==> src/rtl/gpio_pattern_sequencer.sv <==
// Pattern sequencer: a Wishbone slave register file plus a Wishbone master
// that writes up to eight stored patterns into the GPIO OUT register.
`timescale 1ns/1ps
module gpio_pattern_sequencer #(
    parameter logic [16:0] MODULE_OFFSET     = 17'h0_2000,
    parameter logic [31:0] DEFAULT_REG_VALUE = 32'hFAB_DEF_AC,
    parameter logic [16:0] GPIO_OUT_ADDR     = 17'h0_1004,
    parameter int unsigned ACK_TIMEOUT       = 16
) (
    input  logic        WBs_CLK_i,
    input  logic        WBs_RST_i,
    input  logic [16:0] WBs_ADR_i,
    input  logic        WBs_CYC_i,
    input  logic [3:0]  WBs_BYTE_STB_i,
    input  logic        WBs_WE_i,
    input  logic        WBs_STB_i,
    input  logic [31:0] WBs_DAT_i,
    output logic [31:0] WBs_DAT_o,
    output logic        WBs_ACK_o,
    output logic [16:0] WBm_ADR_o,
    output logic        WBm_CYC_o,
    output logic        WBm_STB_o,
    output logic        WBm_WE_o,
    output logic [3:0]  WBm_BYTE_STB_o,
    output logic [31:0] WBm_DAT_o,
    input  logic        WBm_ACK_i,
    output logic        Seq_Done_o
);

    localparam int unsigned NUM_PAT = 8;
    localparam int unsigned TMO_W   = $clog2(ACK_TIMEOUT + 1);
    localparam logic [TMO_W-1:0] TMO_LAST = TMO_W'(ACK_TIMEOUT - 1);

    typedef enum logic [1:0] {
        ST_IDLE  = 2'd0,
        ST_WRITE = 2'd1,
        ST_WAIT  = 2'd2
    } state_t;

    state_t             state_q, state_d;
    logic               en_q, en_d;
    logic               loop_q, loop_d;
    logic               done_q, done_d;
    logic               err_q, err_d;
    logic [31:0]        interval_q, interval_d;
    logic [3:0]         length_q, length_d;
    logic [31:0]        pattern_q [NUM_PAT];
    logic [31:0]        pattern_d [NUM_PAT];
    logic [2:0]         idx_q, idx_d;
    logic [31:0]        cnt_q, cnt_d;
    logic [TMO_W-1:0]   tmo_q, tmo_d;
    logic               cyc_q, cyc_d;
    logic [31:0]        dat_q, dat_d;
    logic               seq_done_q, seq_done_d;
    logic               ack_q, ack_d;

    logic               slv_req_c;
    logic               slv_wr_c;
    logic [5:0]         reg_off_c;
    logic [3:0]         len_eff_c;
    logic               start_write_c;
    logic               fsm_clr_en_c;
    logic               fsm_set_done_c;
    logic               fsm_set_err_c;
    logic [31:0]        rd_data_c;
    logic               unused_adr_c;

    assign unused_adr_c = ^WBs_ADR_i[1:0];

    // Byte-strobe merge of slave write data into an existing register value
    function automatic logic [31:0] merge_bytes(input logic [31:0] old_v,
                                                input logic [31:0] new_v,
                                                input logic [3:0]  be);
        logic [31:0] r;
        r = old_v;
        for (int b = 0; b < 4; b++) begin
            if (be[b]) r[b*8 +: 8] = new_v[b*8 +: 8];
        end
        return r;
    endfunction

    // Slave decode; a request is acked exactly once, one cycle after it is seen
    always_comb begin
        slv_req_c = (WBs_ADR_i[16:8] == MODULE_OFFSET[16:8]) && WBs_CYC_i && WBs_STB_i && !ack_q;
        slv_wr_c  = slv_req_c && WBs_WE_i;
        reg_off_c = WBs_ADR_i[7:2];
        ack_d     = slv_req_c;
        len_eff_c = (length_q > 4'd8) ? 4'd8 : length_q;
    end

    // Sequencer next-state, master bus and done-pulse logic
    always_comb begin
        state_d        = state_q;
        idx_d          = idx_q;
        cnt_d          = cnt_q;
        tmo_d          = tmo_q;
        cyc_d          = cyc_q;
        dat_d          = dat_q;
        seq_done_d     = 1'b0;
        start_write_c  = 1'b0;
        fsm_clr_en_c   = 1'b0;
        fsm_set_done_c = 1'b0;
        fsm_set_err_c  = 1'b0;
        case (state_q)
            ST_IDLE: begin
                if (en_q && (len_eff_c != 4'd0)) begin
                    idx_d         = 3'd0;
                    start_write_c = 1'b1;
                end
            end
            ST_WRITE: begin
                if (WBm_ACK_i) begin
                    cyc_d = 1'b0;
                    if (en_q) begin
                        cnt_d   = interval_q;
                        state_d = ST_WAIT;
                    end else begin
                        state_d = ST_IDLE;
                    end
                end else if (tmo_q == TMO_LAST) begin
                    cyc_d         = 1'b0;
                    fsm_set_err_c = 1'b1;
                    fsm_clr_en_c  = 1'b1;
                    state_d       = ST_IDLE;
                end else begin
                    tmo_d = tmo_q + TMO_W'(1);
                end
            end
            ST_WAIT: begin
                if (!en_q) begin
                    state_d = ST_IDLE;
                end else if (cnt_q != 32'd0) begin
                    cnt_d = cnt_q - 32'd1;
                end else if ((4'({1'b0, idx_q}) + 4'd1) < len_eff_c) begin
                    idx_d         = idx_q + 3'd1;
                    start_write_c = 1'b1;
                end else if (loop_q && (len_eff_c != 4'd0)) begin
                    idx_d         = 3'd0;
                    start_write_c = 1'b1;
                end else begin
                    fsm_set_done_c = 1'b1;
                    fsm_clr_en_c   = 1'b1;
                    seq_done_d     = 1'b1;
                    state_d        = ST_IDLE;
                end
            end
            default: begin
                state_d = ST_IDLE;
                cyc_d   = 1'b0;
            end
        endcase
        if (start_write_c) begin
            state_d = ST_WRITE;
            cyc_d   = 1'b1;
            tmo_d   = '0;
            dat_d   = pattern_q[idx_d];
        end
    end

    // Register file updates; a slave write lands after FSM updates so it wins
    always_comb begin
        en_d       = en_q;
        loop_d     = loop_q;
        done_d     = done_q;
        err_d      = err_q;
        interval_d = interval_q;
        length_d   = length_q;
        pattern_d  = pattern_q;
        if (fsm_clr_en_c)   en_d   = 1'b0;
        if (fsm_set_done_c) done_d = 1'b1;
        if (fsm_set_err_c)  err_d  = 1'b1;
        if (slv_wr_c) begin
            case (reg_off_c)
                6'h00: begin
                    if (WBs_BYTE_STB_i[0]) begin
                        en_d   = WBs_DAT_i[0];
                        loop_d = WBs_DAT_i[1];
                        if (WBs_DAT_i[0]) begin
                            done_d = 1'b0;
                            err_d  = 1'b0;
                        end
                    end
                end
                6'h02: interval_d = merge_bytes(interval_q, WBs_DAT_i, WBs_BYTE_STB_i);
                6'h03: if (WBs_BYTE_STB_i[0]) length_d = WBs_DAT_i[3:0];
                default: begin
                    if (reg_off_c[5:3] == 3'b001) begin
                        pattern_d[reg_off_c[2:0]] =
                            merge_bytes(pattern_q[reg_off_c[2:0]], WBs_DAT_i, WBs_BYTE_STB_i);
                    end
                end
            endcase
        end
    end

    // Slave read mux
    always_comb begin
        rd_data_c = DEFAULT_REG_VALUE;
        case (reg_off_c)
            6'h00: rd_data_c = {30'd0, loop_q, en_q};
            6'h01: rd_data_c = {21'd0, idx_q, 5'd0, err_q, done_q, (state_q != ST_IDLE)};
            6'h02: rd_data_c = interval_q;
            6'h03: rd_data_c = {28'd0, length_q};
            default: begin
                if (reg_off_c[5:3] == 3'b001) rd_data_c = pattern_q[reg_off_c[2:0]];
            end
        endcase
    end

    // State and register flops
    always_ff @(posedge WBs_CLK_i or posedge WBs_RST_i) begin
        if (WBs_RST_i) begin
            state_q    <= ST_IDLE;
            en_q       <= 1'b0;
            loop_q     <= 1'b0;
            done_q     <= 1'b0;
            err_q      <= 1'b0;
            interval_q <= '0;
            length_q   <= '0;
            for (int i = 0; i < NUM_PAT; i++) pattern_q[i] <= '0;
            idx_q      <= '0;
            cnt_q      <= '0;
            tmo_q      <= '0;
            cyc_q      <= 1'b0;
            dat_q      <= '0;
            seq_done_q <= 1'b0;
            ack_q      <= 1'b0;
        end else begin
            state_q    <= state_d;
            en_q       <= en_d;
            loop_q     <= loop_d;
            done_q     <= done_d;
            err_q      <= err_d;
            interval_q <= interval_d;
            length_q   <= length_d;
            pattern_q  <= pattern_d;
            idx_q      <= idx_d;
            cnt_q      <= cnt_d;
            tmo_q      <= tmo_d;
            cyc_q      <= cyc_d;
            dat_q      <= dat_d;
            seq_done_q <= seq_done_d;
            ack_q      <= ack_d;
        end
    end

    assign WBs_DAT_o      = rd_data_c;
    assign WBs_ACK_o      = ack_q;
    assign WBm_CYC_o      = cyc_q;
    assign WBm_STB_o      = cyc_q;
    assign WBm_WE_o       = cyc_q;
    assign WBm_BYTE_STB_o = {4{cyc_q}};
    assign WBm_ADR_o      = cyc_q ? GPIO_OUT_ADDR : 17'd0;
    assign WBm_DAT_o      = dat_q;
    assign Seq_Done_o     = seq_done_q;

endmodule

==> config.mk <==
export PLATFORM = sky130hd
export DESIGN_NAME = gpio_pattern_sequencer
export DESIGN_NICKNAME = d
export VERILOG_FILES = /design/src/rtl/gpio_pattern_sequencer.sv
export SDC_FILE = /design/constraint.sdc
export NUM_CORES = 1
export LEC_CHECK = 0
export CORE_ASPECT_RATIO = 1.1
export CORE_UTILIZATION = 37
export CTS_CLUSTER_DIAMETER = 200
export DETAILED_ROUTE_END_ITERATION = 10
export SLEW_MARGIN = 10
export SYNTH_ARGS = -nofsm -noshare
export SYNTH_HDL_FRONTEND = slang
export SYNTH_SLANG_ARGS = --single-unit
==> constraint.sdc <==
create_clock -name WBs_CLK_i -period 17.9 [get_ports WBs_CLK_i]
set_input_delay 3.58 -clock WBs_CLK_i [delete_from_list [all_inputs] [get_ports WBs_CLK_i]]
set_output_delay 3.58 -clock WBs_CLK_i [all_outputs]
set_load 0.01 [all_outputs]
==> impl_results.md <==
* Yosys warning count at 0
* Die extent in x at 225 um
* Final Cycle Share at 60.3%
* DR pass1 iterations at 5
* Worst slew margin at 20.8%
* Share of cells above drive strength 1 at 26.1%
* Startpoint Class: input pin
* Fin crit period at 10.80 ns
* Clock sink total at 373
* Clk buf depth at 3
* Critical Path RT at 14.32 ns
* DR vias at 15,500
* Final Net Count at 1,957
* Vias per std cell at 5.86
* Drt total wl at 64.7 mm
* Async SR Flop Fraction at 100%
* CP max-delay cell: nor2b_1
* Clk root buf: clkbuf_16
* Latest clock arrival within the worst-skew pair at 0.55 ns
* Yosys reg bits at 373
* Tot GR Track Use at 23.1%
* Pwr/cell area at 105 nW/um2
* Leading area contributor after synthesis: dfrtp_1
* Initial Utilization at 37.6%
* R2R cell count at 13
* Hold_buf cts at 0
* Total Die Area at 55,700 um2
* Worst R2R Setup Slack at 11.69 ns
* Antenna Nets Post-Route at 0
* CTS tree: built
* CP endpoint kind: primary output
* CTS buffer count at 39
* RR Startpoint: cnt_q[0]
* Slew Viols, Final at 0
* First-pass GRT wire length at 97.3 mm
* Post-synth top cells: dfrtp_1 (373), mux2_2 (320), nand2_1 (239)
* Fin. Hold Viols at 0
* Cell Rows at 89
* Fin util at 43.4%
* FMAX at 0.0926 GHz
* Maximum VDD drop at 0.0915 mV
* LEAKAGE at 10.4 nW
* Worst Skew at 0.0154 ns
* Final HPWL DP at 40.0 mm
* Synth Instances at 1,829
* Post-synth top flop: dfrtp_1
* Fill cell count at 5,073
* Post-route DRC at 0
* Post-route met1 wirelength at 27.8 mm
* ANT cells at 0
* Top-area cell type share of the netlist area at 46.0%
* Post-CTS setup buffers at 0
* Initial antenna violation count at 1
* CP max stage delay at 0.93 ns
* DR top layer: met5
* Mapped cell area at 20,300 um2
* Max cap viols at 0
* Largest net degree at the start of global routing at 86
* Worst path most repeated cell: a21oi_1
* # setup viols final at 0
* Gpl congestion at 0.843
* Port Buffers at 131
* Die Y-Extent at 247 um
* Worst setup path end: WBs_DAT_o[18]
* CORE AREA at 53,900 um2
* Crit path kind: in -> out
* Avg WL per Cell at 24.4 um
* CTS H-tree depth at 2
* Crit path DAT at 7.22 ns
* Reg2reg end: WBm_DAT_o[29]
* PostCTS Resize Cnt at 0
* EDFF count, synth at 0
* Top cells by area, synth: dfrtp_1 (46%), mux2_2 (18%), nand2_1 (4.4%), mux2i_1 (4.2%), mux4_2 (3.3%)
* Number of global-route vias before repair at 15,400
* Most frequent cell after synthesis: dfrtp_1
* RSZ-0062 raised after global routing: false
* Crit path launch: WBs_ADR_i[2]
* Yosys cell types at 69
* Initial DRC count at 1,240
* Outcome: complete, no violations
* Gr ovfl total at 0
* Crit Path Max Fanout at 51
* Setup TNS at 0 ns
* Layout Area Growth over Synthesis at 15.5%
* Avg Inst Size Synth at 11.1 um2
* Worst slew pin tran at 1.19 ns
* Sequential-to-total area share from yosys stat at 46.0%
* Crit-path cells: buf_4 > buf_4 > nor2b_1 > a211oi_1 > a21oi_1 > a21oi_1 > a21oi_1 > a21o_1 > clkdlybuf4s50_1
* Clock Pin Slew Worst Setup and Hold Paths at 0.06 ns
* Met3 WL at 4.15 mm
* Met2 routed WL at 31.2 mm
* HP Class: reg -> reg
* I/O pins at 149
-- layout by cell type (no fill, tap or decap), types with 5 or more instances in the layout --
master and instances:
a2bb2oi_1 7, ha_1 9, a221oi_1 12, a211oi_2 23, nor2_1 66, a31oi_1 34
clkdlybuf4s50_1 128, inv_1 34, nor3_1 21, clkbuf_8 13, nor4_1 5, a211oi_1 15
o21ai_0 68, a22o_1 15, o22ai_1 17, nand4_1 7, mux2i_1 86, clkbuf_16 40
mux2_2 320, conb_1 15, buf_4 36, o221a_2 7, dfrtp_1 373, nand2_1 236
clkbuf_1 10, a22oi_1 10, a21oi_1 76, a21o_1 13, or3_1 8, o221a_1 26
and3_1 37, mux4_2 30, a32oi_1 32, nand3_1 10
-- power by group --
part           total (mW)  internal [mW]  switching [mW]
Clock               0.823          0.480           0.343
Combinational       0.642          0.275           0.367
Sequential          0.996          0.921          0.0751
-- cell type report --
type,count,area (um2),area share [%]
clock buffer,63,1220,5.20
clock inverter,7,75.1,0.321
inverter,37,149,0.636
multi-input combinational,1272,10200,43.4
sequential,373,9330,39.9
tap,728,911,3.89
timing repair buffer,165,1560,6.65
-- per-stage QoR --
step	cells	total power, mW	instance area [um2]	setup slack, ns	hold WS (ns)
finish	2645	2.46	23400	7.10	0.503
global route	2645	2.56	23400	6.88	0.536
CTS	2645	2.47	23400	7.12	0.511
detailed placement	2575	1.65	22100	7.13	0.488
global placement	2575	1.64	22100	7.16	0.487
floorplan	1843	1.39	20300	3.96	0.459
-- per-layer routing --
layer / up-vias / GRT usage [%]
met4: 2 / 6.84
li1: 6849 / -
met1: 7975 / 31.0
met3: 100 / 3.33
met2: 565 / 38.5
met5: - / 0
-- sequential cells by signal, summed over array words and instances (netlist names), 2 cells and up --
name / cells
pattern_q: 256
WBm_DAT_o: 32
cnt_q: 32
interval_q: 32
tmo_q: 5
length_q: 4
idx_q: 3
state_q: 2
-- worst max-delay path: cells and delay by family --
family,cells,cell delay (ns)
and+or+nand+nor,1,0.93
buffers and inverters,3,1.77
AOI/OAI and AO/OA,5,0.85
-- cell families after synthesis --
logic type | Yosys count | share of synthesized area (%)
flip-flops | 373 | 46.0
buffers and inverters | 198 | 4.48
XOR/XNOR | 4 | 0.173
adder cells (fa/ha/maj) | 10 | 0.617
other | 1 | 0.0185
multiplexers | 436 | 25.4
AND/OR/NAND/NOR | 426 | 9.59
AO/OA/AOI/OAI | 381 | 13.7
-- worst min path at each step --
stage | start | endpoint | cells after the start
floorplan | done_q | done_q | 1
global placement | done_q | done_q | 1
detailed placement | done_q | done_q | 1
CTS | done_q | done_q | 1
global route | pattern_q[105] | pattern_q[105] | 1
finish | done_q | done_q | 1
Note: power is estimated with default switching activity, not from simulation.
